<file path="src/rtl/fx_pkg.sv">
// ---------------------------------------------------------------------------
// fx_pkg
// Shared constants and helpers for the pipelined fixed-point multiplier.
//   - rounding mode codes (FX_RND_TRUNC, FX_RND_HALF_UP)
//   - default geometry for fx_mul_pipe
//   - Q-format largest / smallest representable value helpers
// ---------------------------------------------------------------------------
package fx_pkg;

    localparam int FX_RND_TRUNC   = 0;   // floor toward -inf
    localparam int FX_RND_HALF_UP = 1;   // add half an LSB, then floor

    localparam int FX_DEF_WIDTH   = 32;
    localparam int FX_DEF_QINT    = 16;
    localparam int FX_DEF_LANES   = 1;
    localparam int FX_DEF_LATENCY = 2;

    // Helper results are this wide; callers slice off their own WIDTH.
    localparam int FX_MAX_W = 128;

    // 2^(width-1)-1, zero-extended to FX_MAX_W.
    function automatic logic [FX_MAX_W-1:0] fx_q_max(input int width);
        return (FX_MAX_W'(1) << (width - 1)) - FX_MAX_W'(1);
    endfunction

    // -2^(width-1), sign-extended to FX_MAX_W.
    function automatic logic [FX_MAX_W-1:0] fx_q_min(input int width);
        return ~fx_q_max(width);
    endfunction

endpackage

</file>
<file path="src/rtl/fx_mul_pipe_if.sv">
// ---------------------------------------------------------------------------
// fx_mul_pipe_if
// Valid/ready operand and result channels of fx_mul_pipe plus overflow
// status. master = producer/consumer side, slave = the multiplier.
//   in_valid/in_ready   operand bundle handshake
//   a, b                packed signed Q operands, lane i at [i*WIDTH +: WIDTH]
//   out_valid/out_ready result bundle handshake
//   result              packed signed Q products
//   ovf                 per-lane overflow of the current result
//   ovf_sticky/ovf_clr  sticky overflow flag and its synchronous clear
// ---------------------------------------------------------------------------
interface fx_mul_pipe_if #(
    parameter int WIDTH = 32,
    parameter int LANES = 1
);
    logic                     in_valid;
    logic                     in_ready;
    logic [LANES*WIDTH-1:0]   a;
    logic [LANES*WIDTH-1:0]   b;
    logic                     out_valid;
    logic                     out_ready;
    logic [LANES*WIDTH-1:0]   result;
    logic [LANES-1:0]         ovf;
    logic                     ovf_sticky;
    logic                     ovf_clr;

    modport master (
        output in_valid, a, b, out_ready, ovf_clr,
        input  in_ready, out_valid, result, ovf, ovf_sticky
    );

    modport slave (
        input  in_valid, a, b, out_ready, ovf_clr,
        output in_ready, out_valid, result, ovf, ovf_sticky
    );
endinterface

</file>
<file path="src/rtl/fx_round_sat.sv">
// ---------------------------------------------------------------------------
// fx_round_sat
// Combinational round / arithmetic shift / saturate for one lane.
//   prod_i    2*WIDTH signed full-precision product
//   result_o  WIDTH-bit Q result
//   ovf_o     scaled value does not fit in WIDTH bits
// Build option FX_MUL_SAT_EN: overflowing lanes clamp to the Q-format
// max/min by sign; otherwise the low WIDTH bits wrap.
// ---------------------------------------------------------------------------
module fx_round_sat
    import fx_pkg::*;
#(
    parameter int WIDTH = FX_DEF_WIDTH,
    parameter int QFRAC = FX_DEF_WIDTH - FX_DEF_QINT,
    parameter int ROUND = FX_RND_TRUNC
) (
    input  logic signed [2*WIDTH-1:0] prod_i,
    output logic        [WIDTH-1:0]   result_o,
    output logic                      ovf_o
);
    // One guard bit above the product so the rounding add cannot overflow.
    localparam int EW = 2*WIDTH + 1;
    localparam logic [EW-1:0] RND_ADD =
        (ROUND == FX_RND_HALF_UP) ? (EW'(1) << (QFRAC - 1)) : '0;

`ifdef FX_MUL_SAT_EN
    localparam logic [FX_MAX_W-1:0] MAX_X = fx_q_max(WIDTH);
    localparam logic [FX_MAX_W-1:0] MIN_X = fx_q_min(WIDTH);
    localparam logic [WIDTH-1:0]    Q_MAX = MAX_X[WIDTH-1:0];
    localparam logic [WIDTH-1:0]    Q_MIN = MIN_X[WIDTH-1:0];
`endif

    logic signed [EW-1:0]    sum;
    logic signed [EW-1:0]    r;
    logic        [EW-WIDTH:0] hi;

    always_comb begin
        sum = {prod_i[2*WIDTH-1], prod_i} + RND_ADD;
        r   = sum >>> QFRAC;
        // In range only when every bit from the result sign upward agrees.
        hi    = r[EW-1:WIDTH-1];
        ovf_o = !((&hi) || !(|hi));
`ifdef FX_MUL_SAT_EN
        if (ovf_o) begin
            result_o = r[EW-1] ? Q_MIN : Q_MAX;
        end else begin
            result_o = r[WIDTH-1:0];
        end
`else
        result_o = r[WIDTH-1:0];
`endif
    end
endmodule

</file>
<file path="src/rtl/fx_mul_pipe.sv">
// ---------------------------------------------------------------------------
// fx_mul_pipe
// Multi-lane pipelined signed fixed-point multiplier, valid/ready on both
// sides, LATENCY bundles in flight, order preserved under backpressure.
//   clk   rising-edge clock
//   rst   asynchronous active-high reset
//   bus   fx_mul_pipe_if.slave (operands, results, overflow status)
// Stage 1 holds full products, stages 2..LATENCY-1 delay them, and the
// output registers hold the rounded/shifted/saturated results.
// Build option FX_MUL_SAT_EN selects clamping instead of wrapping on
// overflow (see fx_round_sat).
// ---------------------------------------------------------------------------
module fx_mul_pipe
    import fx_pkg::*;
#(
    parameter int WIDTH   = FX_DEF_WIDTH,
    parameter int QINT    = FX_DEF_QINT,
    parameter int LANES   = FX_DEF_LANES,
    parameter int LATENCY = FX_DEF_LATENCY,
    parameter int ROUND   = FX_RND_TRUNC
) (
    input  logic         clk,
    input  logic         rst,
    fx_mul_pipe_if.slave bus
);
    localparam int QFRAC = WIDTH - QINT;
    localparam int PW    = 2*WIDTH;
    localparam int NSTG  = LATENCY - 1;   // product-carrying stages

    typedef logic signed [PW-1:0] prod_t;

    prod_t                  prod_q [NSTG][LANES];
    prod_t                  prod_d [LANES];
    logic [NSTG-1:0]        vld_q;
    logic                   out_valid_q;
    logic [LANES*WIDTH-1:0] result_q;
    logic [LANES*WIDTH-1:0] result_d;
    logic [LANES-1:0]       ovf_q;
    logic [LANES-1:0]       ovf_d;
    logic                   sticky_q;
    logic                   sticky_d;
    logic                   advance;

    // Whole pipe moves in lockstep; bubbles are held, not squeezed out.
    always_comb begin
        advance = !out_valid_q || bus.out_ready;
    end

    always_comb begin
        for (int i = 0; i < LANES; i++) begin
            prod_d[i] = prod_t'($signed(bus.a[i*WIDTH +: WIDTH]))
                      * prod_t'($signed(bus.b[i*WIDTH +: WIDTH]));
        end
    end

    for (genvar i = 0; i < LANES; i++) begin : g_lane
        fx_round_sat #(
            .WIDTH (WIDTH),
            .QFRAC (QFRAC),
            .ROUND (ROUND)
        ) u_round_sat (
            .prod_i   (prod_q[NSTG-1][i]),
            .result_o (result_d[i*WIDTH +: WIDTH]),
            .ovf_o    (ovf_d[i])
        );
    end

    // Set beats clear when both happen on the same edge.
    always_comb begin
        sticky_d = sticky_q;
        if (out_valid_q && bus.out_ready && (|ovf_q)) begin
            sticky_d = 1'b1;
        end else if (bus.ovf_clr) begin
            sticky_d = 1'b0;
        end
    end

    always_ff @(posedge clk or posedge rst) begin
        if (rst) begin
            vld_q       <= '0;
            out_valid_q <= 1'b0;
            result_q    <= '0;
            ovf_q       <= '0;
            sticky_q    <= 1'b0;
            for (int s = 0; s < NSTG; s++) begin
                for (int l = 0; l < LANES; l++) begin
                    prod_q[s][l] <= '0;
                end
            end
        end else begin
            sticky_q <= sticky_d;
            if (advance) begin
                vld_q[0] <= bus.in_valid;
                for (int l = 0; l < LANES; l++) begin
                    prod_q[0][l] <= prod_d[l];
                end
                for (int s = 1; s < NSTG; s++) begin
                    vld_q[s] <= vld_q[s-1];
                    for (int l = 0; l < LANES; l++) begin
                        prod_q[s][l] <= prod_q[s-1][l];
                    end
                end
                out_valid_q <= vld_q[NSTG-1];
                result_q    <= result_d;
                // Keep ovf quiet for bubbles so it never flags stale data.
                ovf_q       <= ovf_d & {LANES{vld_q[NSTG-1]}};
            end
        end
    end

    assign bus.in_ready   = advance;
    assign bus.out_valid  = out_valid_q;
    assign bus.result     = result_q;
    assign bus.ovf        = ovf_q;
    assign bus.ovf_sticky = sticky_q;
endmodule
</file>
<file path="src/flat_wrapper.sv">
// flat-port wrapper written by rule: the top's interface ports become plain ports
module fx_mul_pipe_flat import fx_pkg::*;
#(
    parameter int WIDTH   = FX_DEF_WIDTH,
    parameter int QINT    = FX_DEF_QINT,
    parameter int LANES   = FX_DEF_LANES,
    parameter int LATENCY = FX_DEF_LATENCY,
    parameter int ROUND   = FX_RND_TRUNC
)
  (clk, rst, bus_in_valid, bus_a, bus_b, bus_out_ready, bus_ovf_clr, bus_in_ready, bus_out_valid, bus_result, bus_ovf, bus_ovf_sticky);
  fx_mul_pipe_if #(.WIDTH(WIDTH), .LANES(LANES)) bus_i ();
  input  logic clk;
  input  logic rst;
  input wire logic [$bits(bus_i.in_valid)-1:0] bus_in_valid;
  input wire logic [$bits(bus_i.a)-1:0] bus_a;
  input wire logic [$bits(bus_i.b)-1:0] bus_b;
  input wire logic [$bits(bus_i.out_ready)-1:0] bus_out_ready;
  input wire logic [$bits(bus_i.ovf_clr)-1:0] bus_ovf_clr;
  output wire logic [$bits(bus_i.in_ready)-1:0] bus_in_ready;
  output wire logic [$bits(bus_i.out_valid)-1:0] bus_out_valid;
  output wire logic [$bits(bus_i.result)-1:0] bus_result;
  output wire logic [$bits(bus_i.ovf)-1:0] bus_ovf;
  output wire logic [$bits(bus_i.ovf_sticky)-1:0] bus_ovf_sticky;
  assign bus_i.in_valid = bus_in_valid;
  assign bus_i.a = bus_a;
  assign bus_i.b = bus_b;
  assign bus_i.out_ready = bus_out_ready;
  assign bus_i.ovf_clr = bus_ovf_clr;
  assign bus_in_ready = bus_i.in_ready;
  assign bus_out_valid = bus_i.out_valid;
  assign bus_result = bus_i.result;
  assign bus_ovf = bus_i.ovf;
  assign bus_ovf_sticky = bus_i.ovf_sticky;
  fx_mul_pipe #(.WIDTH(WIDTH), .QINT(QINT), .LANES(LANES), .LATENCY(LATENCY), .ROUND(ROUND)) u_core (.clk(clk), .rst(rst), .bus(bus_i));
endmodule
</file>
<file path="config.mk">
export PLATFORM = sky130hd
export DESIGN_NAME = fx_mul_pipe_flat
export DESIGN_NICKNAME = d
export VERILOG_FILES = /design/src/rtl/fx_pkg.sv /design/src/rtl/fx_mul_pipe_if.sv /design/src/rtl/fx_round_sat.sv /design/src/rtl/fx_mul_pipe.sv /design/src/flat_wrapper.sv
export SDC_FILE = /design/constraint.sdc
export NUM_CORES = 2
export LEC_CHECK = 0
export ABC_CLOCK_PERIOD_IN_PS = 5800
export CAP_MARGIN = 20
export CORE_ASPECT_RATIO = 0.6
export CORE_MARGIN = 8
export CORE_UTILIZATION = 45
export DETAILED_ROUTE_END_ITERATION = 7
export PLACE_DENSITY_LB_ADDON = 0.1
export SLEW_MARGIN = 5
export SYNTH_ARGS = -nofsm -noshare
export SYNTH_HDL_FRONTEND = slang
export SYNTH_SLANG_ARGS = --single-unit
</file>
<file path="constraint.sdc">
create_clock -name clk -period 5.8 [get_ports clk]
set_clock_uncertainty 0.2 [all_clocks]
set_input_delay 1.16 -clock clk [delete_from_list [all_inputs] [get_ports clk]]
set_output_delay 1.16 -clock clk [all_outputs]
set_load 0.02 [all_outputs]
</file>
==> results.yml <==
synth:
  synthArstFlopShare: 1.00
  syn_inst: 4122
  synthTopCellsByArea: "fa_1, inv_1, and2_1, nand2_1, ha_1"
  synthesis.nets: 5452
  synth_top_cell_by_area: "fa_1"
  synth_top_area_frac: 0.557
  synthSimpleGateAreaFrac: 0.167
  ys_ff_latch: 84
  synth_top_family_by_area: "adder cells"
  synth_xor_area_frac: 0.0119
  ys_seq_area_frac: 0.0541
  synth_compound_area_frac: 0.0375
  synth_edf_count: 0
  synth_adder_area_share: 0.615
  synth.avg_cell_area_um2: 9.43
  synth_common_cells: "fa_1, inv_1, nand2_1, and2_1, clkbuf_1"
  synthFlopType: "dfrtp_1"
  yosysWarnings: 0
  synthesis.area_mm2: 0.0389
  synth.most_common_cell: "fa_1"
  yosysUniqueCellTypes: 62
  synth_mux_area_frac: 0.000258
floorplanning:
  die_x_um: 395
  core-area_mm2: 0.0856
  initial_core_util: 0.454
  io_pins: 105
  die_h_um: 244
  die-area_mm2: 0.0963
  row_count: 83
finish:
  fillers: 7450
  syn2layout_area_growth_pct: 29.8
  drive_gt1_frac: 0.242
  fin_nets: 6018
  layout.cells.non_filler: 5851
  utilization: 0.589
detailed_routing:
  drtIter0Drc: 2252
  post_drt_wl_per_cell_um: 22.4
  dr.pass1.iters: 7
  drcViolationCount: 0
  antenna_left: 0
  viasPerCell: 5.08
  finalWirelength_um: 131000
  routed-via-count: 29700
sta:
  max_slew_margin: 0.350
  rsz0062_at_grt: "true"
  slew_viol_final: 0
  hold_violations: 0
  fin_crit_ns: 8.14
  postLayoutSetupSlackWorst_ns: -2.34
  max_clock_freq_mhz: 123
  finalCritPeriodShare: 1.40
  finalSetupViolCount: 48
  tightest_slew_ns: 0.975
clock_tree:
  htreeDepth: 3
  cts_tree: "yes"
  holdBufCountCts: 0
  clkTransAtPathRegs_ns: 0.07
  ctsRootBufferMaster: "clkbuf_16"
  cts.sinks: 84
  cts_buffers: 9
  cts_buffer_depth: 2
  clk_latency_ns: 0.35
setup_path:
  critPathCaptureType: "flip-flop"
  crit_path_max_fanout: 8
  path_class: "input port to flip-flop"
  critPathLaunchType: "input port"
  cp.required_ns: 5.83
  worst_ep_arrival_time_ns: 8.17
placed_design:
  gp_congestion: 0.876
  dp.cells: 5621
  numPortBuffers: 104
  place_ws_ns: -3.22
  dpl.hpwl_um: 95400
global_route:
  grt_remaining_overflow: 0
  antenna_found_initial: 11
  grt_pass1_vias: 32200
  grt_usage: 0.276
  grt_max_degree: 95
  grt_pass1_wl_um: 203000
status:
  violations: "negative setup slack"
  outcome: "complete, but fails checks"
min_path:
  hp-class: "flip-flop to flip-flop"
run:
  max_cap_violations: 0
## per-stage QoR
stage / hold WS, ns / instance area, um^2 / TNS (ns)
final: 0.265 / 50400 / -99.16
after global routing: 0.290 / 50400 / -107.71
after CTS: 0.271 / 49700 / -99.57
after detailed placement: 0.256 / 45500 / -137.79
after global placement: 0.252 / 45500 / -136.40
after floorplan: 0.241 / 39700 / -83.83
## cell type report
type / count / area (um^2) / area share
Antenna cell: 11 / 27.5 / 0.000546
Clock buffer: 9 / 225 / 0.00447
Clock inverter: 7 / 76.3 / 0.00151
Inverter: 957 / 3600 / 0.0714
Multi-Input combinational cell: 2855 / 34000 / 0.675
Sequential cell: 84 / 2100 / 0.0417
Tap cell: 1147 / 1440 / 0.0285
Timing Repair Buffer: 781 / 8940 / 0.177
## critical path, cell delays in order
cell and delay, ns:
buf_2 0.19, bufbuf_16 0.34, buf_4 0.16, nand2_1 0.08
fa_1 0.50, inv_1 0.06, fa_1 0.48, fa_1 0.53
fa_1 0.53, fa_1 0.62, fa_2 0.46, fa_2 0.55
fa_2 0.47, ha_4 0.29, and3_4 0.18, nand2_1 0.07
or3_4 0.37, a31o_4 0.26, a21oi_4 0.28, o211ai_1 0.17
a21o_1 0.18, a31o_2 0.23
## placed cells by master, fill, tap and decap left out, types with 9 or more instances in the layout
master / count
xor2_1: 20
buf_8: 25
dfrtp_1: 84
a21oi_4: 9
nand2_1: 613
nand2_4: 9
buf_6: 84
nand2_2: 14
a21oi_1: 38
bufbuf_16: 31
a21oi_2: 22
buf_12: 102
inv_2: 48
nor2_1: 69
buf_2: 18
o21ai_1: 17
xnor2_1: 20
ha_1: 143
o21ai_0: 14
inv_1: 905
ha_4: 35
nand2b_1: 9
buf_16: 19
buf_4: 447
fa_1: 991
a21o_1: 35
diode_2: 11
clkdlybuf4s50_1: 40
nand3_1: 19
fa_2: 90
clkbuf_16: 13
and2_4: 60
o211ai_1: 12
and2_1: 455
nand4_1: 16
## sequential cells by signal, summed over array words and instances, names as in the netlist
name and cells:
u_core.bus.ovf_sticky 1, u_core.bus.ovf 1, u_core.prod_q 48, u_core.bus.result 32, u_core.bus.out_valid 1, u_core.vld_q 1
## path summary, 6_finish.rpt
kind,from,end,slack (ns),depth (start not counted)
worst max-delay path,bus_b[25],u_core.prod_q[61]$_DFFE_PP0P_,-2.34,22
worst min-delay path,u_core.bus.result[16]$_DFFE_PP0P_,u_core.bus.result[16]$_DFFE_PP0P_,0.26,2
worst max register to register,u_core.bus.out_valid$_DFFE_PP0P_,u_core.prod_q[50]$_DFFE_PP0P_,3.47,6
worst min register to register,u_core.bus.result[16]$_DFFE_PP0P_,u_core.bus.result[16]$_DFFE_PP0P_,0.26,2
max in group asynchronous,rst,u_core.prod_q[41]$_DFFE_PP0P_,3.28,3
min in group asynchronous,rst,u_core.bus.ovf_sticky$_DFFE_PP0P_,0.98,2
## routing by layer
metal / global-route usage / wire (um)
met3: 0.0828 / 14900
met5: 0.00561 / 97
met4: 0.0425 / 2130
met2: 0.387 / 53400
met1: 0.426 / 60400
## cell families (layout without fill, tap and decap cells)
kind of cell | count (synthesis) | in the layout
compound gates | 218 | 218
fa+ha+maj | 1261 | 1261
flops | 84 | 84
other cells | 0 | 11
mux | 1 | 1
xor+xnor | 53 | 53
simple gates | 1322 | 1322
buf+inv | 1183 | 1754
## repair_timing
action / CTS / global route
pin swaps: 256 / 170
setup endpoints to repair: 48 / 48
cloned: 52 / 4
resized for setup: 645 / 158
setup buffers: 135 / 31
Power is left out: the tool's default activity adds up to more than one toggle a clock period on the data nets, which glitch-free logic cannot reach.
